--- config.mk ---
export PLATFORM = sky130hd
export DESIGN_NAME = uart_rx_fifo
export DESIGN_NICKNAME = d
export VERILOG_FILES = /design/src/rtl/uart_rx_fifo.sv
export SDC_FILE = /design/constraint.sdc
export NUM_CORES = 1
export LEC_CHECK = 0
export CORE_MARGIN = 1
export CORE_UTILIZATION = 55
export DETAILED_ROUTE_END_ITERATION = 12
export PLACE_DENSITY = 0.74
export REMOVE_ABC_BUFFERS = 1
export SLEW_MARGIN = 20
export SYNTH_ARGS = -nofsm -noshare
export SYNTH_HDL_FRONTEND = slang
export SYNTH_SLANG_ARGS = --single-unit
--- constraint.sdc ---
create_clock -name clk -period 3.1 [get_ports clk]
set_input_delay 0.775 -clock clk [delete_from_list [all_inputs] [get_ports clk]]
set_output_delay 0.775 -clock clk [all_outputs]
set_load 0.1 [all_outputs]
--- src/rtl/uart_rx_fifo.sv ---
// Show-ahead receive FIFO for the UART: character plus break/parity/framing status per entry.
// Define UART_FIFO_ERROR_BIT_EN to build per-entry status tracking behind error_bit.
module uart_rx_fifo #(
  parameter int WIDTH     = 11,
  parameter int DEPTH     = 16,
  parameter int POINTER_W = 4,
  parameter int COUNTER_W = 5
) (
  input  logic                 clk,
  input  logic                 wb_rst_i,
  input  logic [WIDTH-1:0]     data_in,
  output logic [WIDTH-1:0]     data_out,
  input  logic                 push,
  input  logic                 pop,
  output logic                 overrun,
  output logic [COUNTER_W-1:0] count,
  output logic                 error_bit,
  input  logic                 fifo_reset,
  input  logic                 reset_status
);

  localparam logic [COUNTER_W-1:0] FULL_CNT = COUNTER_W'(DEPTH);

  logic [WIDTH-1:0]     mem [DEPTH];
  logic [POINTER_W-1:0] wr_ptr, rd_ptr;
  logic                 full, empty, do_push, do_pop, overflow;

  assign full     = (count == FULL_CNT);
  assign empty    = (count == '0);
  // A push into a full FIFO is only accepted when a pop frees the slot in the same cycle.
  assign do_pop   = pop  & ~fifo_reset & ~empty;
  assign do_push  = push & ~fifo_reset & (~full | pop);
  assign overflow = push & ~fifo_reset & full & ~pop;

  assign data_out = mem[rd_ptr];

  // Character storage carries no reset; only the control state is cleared.
  always_ff @(posedge clk) begin
    if (!wb_rst_i && do_push) mem[wr_ptr] <= data_in;
  end

  always_ff @(posedge clk or posedge wb_rst_i) begin
    if (wb_rst_i) begin
      wr_ptr  <= '0;
      rd_ptr  <= '0;
      count   <= '0;
      overrun <= 1'b0;
    end else if (fifo_reset) begin
      wr_ptr  <= '0;
      rd_ptr  <= '0;
      count   <= '0;
      overrun <= 1'b0;
    end else begin
      if (do_push) wr_ptr <= wr_ptr + POINTER_W'(1);
      if (do_pop)  rd_ptr <= rd_ptr + POINTER_W'(1);
      case ({do_push, do_pop})
        2'b10:   count <= count + COUNTER_W'(1);
        2'b01:   count <= count - COUNTER_W'(1);
        default: count <= count;
      endcase
      // A dropped push outranks a simultaneous clear request.
      overrun <= overflow | (overrun & ~reset_status);
    end
  end

`ifdef UART_FIFO_ERROR_BIT_EN
  logic [2:0] stat [DEPTH];

  // Vacated slots are cleared on pop so the OR covers only valid entries;
  // the write comes last so a push into the slot being popped keeps its status.
  always_ff @(posedge clk or posedge wb_rst_i) begin
    if (wb_rst_i) begin
      for (int i = 0; i < DEPTH; i++) stat[i] <= 3'b000;
    end else if (fifo_reset) begin
      for (int i = 0; i < DEPTH; i++) stat[i] <= 3'b000;
    end else begin
      if (do_pop)  stat[rd_ptr] <= 3'b000;
      if (do_push) stat[wr_ptr] <= data_in[2:0];
    end
  end

  always_comb begin
    error_bit = 1'b0;
    for (int i = 0; i < DEPTH; i++) error_bit = error_bit | (|stat[i]);
  end
`else
  assign error_bit = 1'b0;
`endif

endmodule

======== Word level (Yosys, flattened, before mapping) ========
Memories as Yosys holds them, arrays and structs flattened.
Index checks and enable logic that the tools add are counted.
W data, S select, Z words.
cells by class
  add/subtract/negate cells ............... 4
  equal/unequal tests ..................... 3
  multiplexer cells ....................... 9
  bitwise operators ....................... 14
  reduce and logical (&&, ||, !) cells .... 6
operators with widths
  kind                   count
  $mux W4                4
  $pmux W5 S2            1
  $add A4 B1 Y4 const B  2
  $and A1 B1 Y1          7
  $add A5 B1 Y5 const B  1
  $eq A5 B5 Y1 const B   1
  $logic_not A5 Y1       1
  $mux W5                1
  $not A1 Y1             5
  $sub A5 B1 Y5 const B  1
  $reduce_bool A2 Y1     2
  $mux W1                3
  $reduce_bool A3 Y1     1
  $eq A2 B1 Y1 const B   1
  $eq A2 B2 Y1 const B   1
  $or A1 B1 Y1           2
  $logic_and A1 B1 Y1    1
  $logic_not A1 Y1       1
storage, ports and cells
  flip-flop bits (word level) ............. 14
  RAM bits ................................ 176
  output and inout bits ................... 18
  memories ................................ 1
memories
  name  depth  bits a word  rd ports  clocked after Yosys merged registers in  write ports  RTL line  text
  mem   16     11           1         0                                        1            24        logic [WIDTH-1:0] mem [DEPTH];

======== Logic depth before layout (Yosys ltp) ========
  depth in word-level cells ............... 7
  depth in mapped cells ................... 9
  gate-level depth less buffers ........... 8

======== Least setup slack after synthesis ========
Ideal clock, no wire load.
  path kind ............................... register to register
  from .................................... register count[0]
  to ...................................... register count[4]
  library setup time ...................... 0.104 ns
  data arrival time ....................... 2.907 ns
  slack ................................... 0.089 ns
  stages on the path, launching flop included .. 10
  buffers on the path ..................... 1
  cells stage by stage .................... dfrtp_1 -> or4_4 -> buf_6 -> o21a_4 -> xor2_1 -> ha_1 -> o31a_1 -> o221ai_1 -> o221ai_1 -> o311ai_1
between the ends
  cells in the longest elaborated chain, start to end .. 7
  elaborated cells between the ends (all ways) .. 14
  classes of those cells .................. add/sub: 2; eq/ne: 3; mux: 2; bitwise: 5; reduce/logical: 2
RTL lines
  item                                                 RTL line  text
  from (decl)                                          16        output logic [COUNTER_W-1:0] count,
  from (signal assigned)                               57        2'b10: count <= count + COUNTER_W'(1);
  from (signal assigned)                               58        2'b01: count <= count - COUNTER_W'(1);
  from (signal assigned)                               59        default: count <= count;
  $eq A5 B5 Y1                                         28        assign full = (count == FULL_CNT);
  $not A1 Y1                                           32        assign do_push = push & ~fifo_reset & (~full | pop);
  $or A1 B1 Y1                                         32
  $and A1 B1 Y1                                        32
  $eq A2 B1 Y1 / $eq A2 B2 Y1 (equally long branches)  56        case ({do_push, do_pop})
  $pmux W5 S2                                          56
  $mux W5                                              48        end else if (fifo_reset) begin
Several ways; a longest one is shown, not always the timed one.
A chain may end at the register's enable or synchronous reset.

======== Worst setup path in the final report ========
  from .................................... register rd_ptr[0]
  to ...................................... output port data_out[0]
between the ends
  cells in the longest elaborated chain, start to end .. 1
RTL lines
  item                    RTL line  text
  from (decl)             25        logic [POINTER_W-1:0] wr_ptr, rd_ptr;
  from (signal assigned)  55        if (do_pop) rd_ptr <= rd_ptr + POINTER_W'(1);
  $mem_v2 Z16 W11         -
  to (decl)               12        output logic [WIDTH-1:0] data_out,
Every way passes these cells.

==> summary.md <==
| Metric | Value |
|---|---|
| Max Clock Freq | `317 MHz` |
| CTS Hold Bufs | `0` |
| Nets | `465` |
| Die ar. | `approximately 15000 um^2` |
| Global-route wire length before repair | `~24 mm` |
| Final setup TNS | `-0.353 ns` |
| Clock Latency Late Sink | `0.43 ns` |
| CP max FO | `13` |
| Die Y | `~120 um` |
| Clock root cell | `clkbuf_16` |
| Worst setup path class | `register to output pin` |
| VDD IR max | `around 0.00054 V` |
| Worst-path clk slew | `around 0.060 ns` |
| Crit path from | `rd_ptr[0]` |
| Unrepaired setup endpoints after global routing | `true` |
| Worst path max stage delay | `0.57 ns` |
| Distinct cells, synth | `44` |
| Max Clock Skew | `~0.013 ns` |
| Cell count after synthesis | `~370` |
| CP Data Required Time | `approximately 2.3 ns` |
| Number of global-route vias before repair | `4029` |
| Crit end category | `output pin` |
| Worst slew margin | `0.472` |
| Crit-path cells | `buf_8 > mux4_2 > mux4_2 > buf_12` |
| Initial DRC count | `between 400 and 500` |
| Cell-internal power | `4.97 mW` |
| First drt pass iteration count | `4` |
| Yosys warning count | `0` |
| Post-route setup slack | `-0.0528 ns` |
| Post-DR wirelength/cell | `between 20 and 30 um` |
| Mapped Area | `between 7000 and 8000 um^2` |
| Hold WC Path Type | `register to register` |
| Slew @ Worst Pin | `~0.79 ns` |
| Hold WS | `0.594 ns` |
| # Max-Cap Violations | `0` |
| Reg-to-Reg Start | `count[3]` |
| Final period util | `1.02` |
| Violated checks | `negative setup slack` |
| Final Slew Violations | `0` |
| Initial antenna violation count | `0` |
| Critical Path AT | `between 2 and 2.5 ns` |
| FP Rows | `42` |
| Dpl ws | `between 0.015 and 0.02 ns` |
| I/O Buffers | `33` |
| Antenna diodes | `0` |
| Register Area | `5640 um^2` |
| HPWL Detailed | `between 9 and 10 mm` |
| Largest net degree at the start of global routing | `19` |
| PD cells | `between 700 and 800 nW/um^2` |
| Asr flop ratio synth | `0.0737` |
| Die Wd | `121 um` |
| Final Hold Fails | `0` |
| Max Buffers Root-to-Sink | `2` |
| Synthesized area per cell | `about 21 um^2` |
| Hold Path Origin | `count[3]` |
| Fin cells | `between 600 and 700` |
| Post-placement cell count | `595` |
| CP most frequent cell | `mux4_2` |
| Ports | `35` |
| Ys flop type | `edfxtp_1` |
| Placer congestion estimate | `0.864` |
| Total GRT Usage | `0.247` |
| Drt via density | `between 6 and 7` |
| Post-Route WL | `roughly 16 mm` |
| Sequential share of power | `0.412` |
| Setup-failing EPs final | `11` |
| Initial Utilization | `0.575` |
| Final instance area | `around 9400 um^2` |
| Status | `finished, violations left` |
| Number of synthesized flops with an enable pin | `between 150 and 200` |
| Global route total overflow | `0` |
| CTS tree | `done` |
| Area grow syn2layout | `21.0%` |
| Fin crit period | `3.15 ns` |
| Nature of the critical path startpoint | `register` |
| Layout cells sized above 1 | `0.335` |
| NetSw | `around 2.2 mW` |
| Total power | `7.15 mW` |
| Total number of vias | `around 3900` |
| FILL cells | `about 870` |
| DRC Markers | `0` |
| CTS sink count | `190` |
| Sw Share | `0.305` |
| Crit-path slowest cell | `mux4_2` |
| Post-synthesis sequential element count | `between 150 and 200` |
| Part of the power in the clock network | `0.296` |
| H-tree Lvls | `4` |
| Final ANT Viol Nets | `0` |
| Multi-input combinational cell area | `1960 um^2` |
| Leakage power total | `a little over 3 nW` |
| Core area | `around 13000 um^2` |
| Post-synthesis sequential area ratio | `0.729` |
| Combinational share of power | `0.292` |
| Dpl cell area | `about 8700 um^2` |
| Total CTS buffers | `17` |
| Post-Route Utilization | `0.695` |
-- critical path, delay by kind of cell, from the launching register on --
kind | cells | cell delay, ns
buf+inv | 2 | 0.40
flops | 1 | 0.43
mux | 2 | 1.10
-- placed cells by master, fill, tap and decap left out, types with 2 or more instances in the layout --
cell type        netlist  final
a21oi_1                3      3
and2_1                16     16
and3_1                 2      2
buf_12                 0     23
buf_16                 0      2
buf_4                  6     31
bufinv_16              0      2
clkbuf_1               9      3
clkbuf_16              0     17
clkbuf_8               0      2
clkdlybuf4s50_1        0     16
clkinv_2               0      2
clkinv_4               0      2
clkinvlp_4             0      2
dfrtp_1               14     12
dfrtp_2                0      2
edfxtp_1             176    176
ha_1                   7      7
inv_1                  8      8
mux2_2                 2      2
mux2i_1                5      5
mux4_2                55     55
nand3_1                2      2
nor2_1                13     13
nor2b_1                3      3
nor3_1                 2      2
nor4b_1                4      4
o211ai_1               2      2
o21a_1                 4      4
o21ai_2                2      2
o221ai_1               2      2
or3_1                  2      2
xnor2_1                3      3
xor2_1                 4      4
-- per-layer routing --
layer	global-route usage	wire [um]
met4	0.127	584
met5	0	0
met3	0.0604	1060
met1	0.331	6590
met2	0.381	7980
-- flip-flops by register name, indices dropped and copies added, names as in the netlist --
signal / cells
count: 5
overrun: 1
mem: 176
wr_ptr: 4
rd_ptr: 4
-- synthesized netlist by cell type (4+ instances only) --
master | n | share of area
edfxtp_1 | 176 | 0.68
clkbuf_1 | 9 | 0.0044
nor2_1 | 13 | 0.0063
buf_4 | 6 | 0.0058
ha_1 | 7 | 0.011
o21a_1 | 4 | 0.0039
and2_1 | 16 | 0.013
xor2_1 | 4 | 0.0045
nor4b_1 | 4 | 0.0045
dfrtp_1 | 14 | 0.045
mux2i_1 | 5 | 0.0065
inv_1 | 8 | 0.0039
mux4_2 | 55 | 0.16
-- layout make-up --
cell class | count | share of cell area
Clock buffer | 22 | 0.0496
Clock inverter | 10 | 0.0123
Inverter | 8 | 0.00321
Multi-Input combinational cell | 151 | 0.210
Sequential cell | 190 | 0.603
Tap cell | 176 | 0.0235
Timing Repair Buffer | 73 | 0.0987
-- worst paths after layout --
kind / end / slack [ns] / depth (start not counted)
min reg2reg: count[3] / 0.59 / 2
min in group asynchronous: wr_ptr[3] / 0.72 / 2
max reg2reg: count[4] / 0.39 / 8
max: data_out[0] / -0.05 / 4
max in group asynchronous: rd_ptr[0] / 1.97 / 2
min: count[3] / 0.59 / 2
-- cell families after synthesis --
family	share of synthesized area
other cells	0.000485
buf+inv	0.0175
compound gates	0.0235
simple gates	0.0408
xor+xnor	0.00793
mux	0.170
fa+ha+maj	0.0113
flops	0.729
-- power groups by stage --
stage | Sequential, mW | Clock [mW] | Combinational, mW
finish | 2.95 | 2.12 | 2.09
detailed placement | 2.99 | 0 | 2.01
floorplan | 3.29 | 0 | 1.08
CTS | 2.94 | 2.16 | 2.11
global placement | 2.99 | 0 | 1.99
global route | 2.95 | 2.25 | 2.18
-- timing repair --
item	CTS	global route
cloned	2	0
endpoints found under the setup margin	11	11
resized for setup	4	0
buffers inserted	1	0
(Power assumes the default switching activity.)
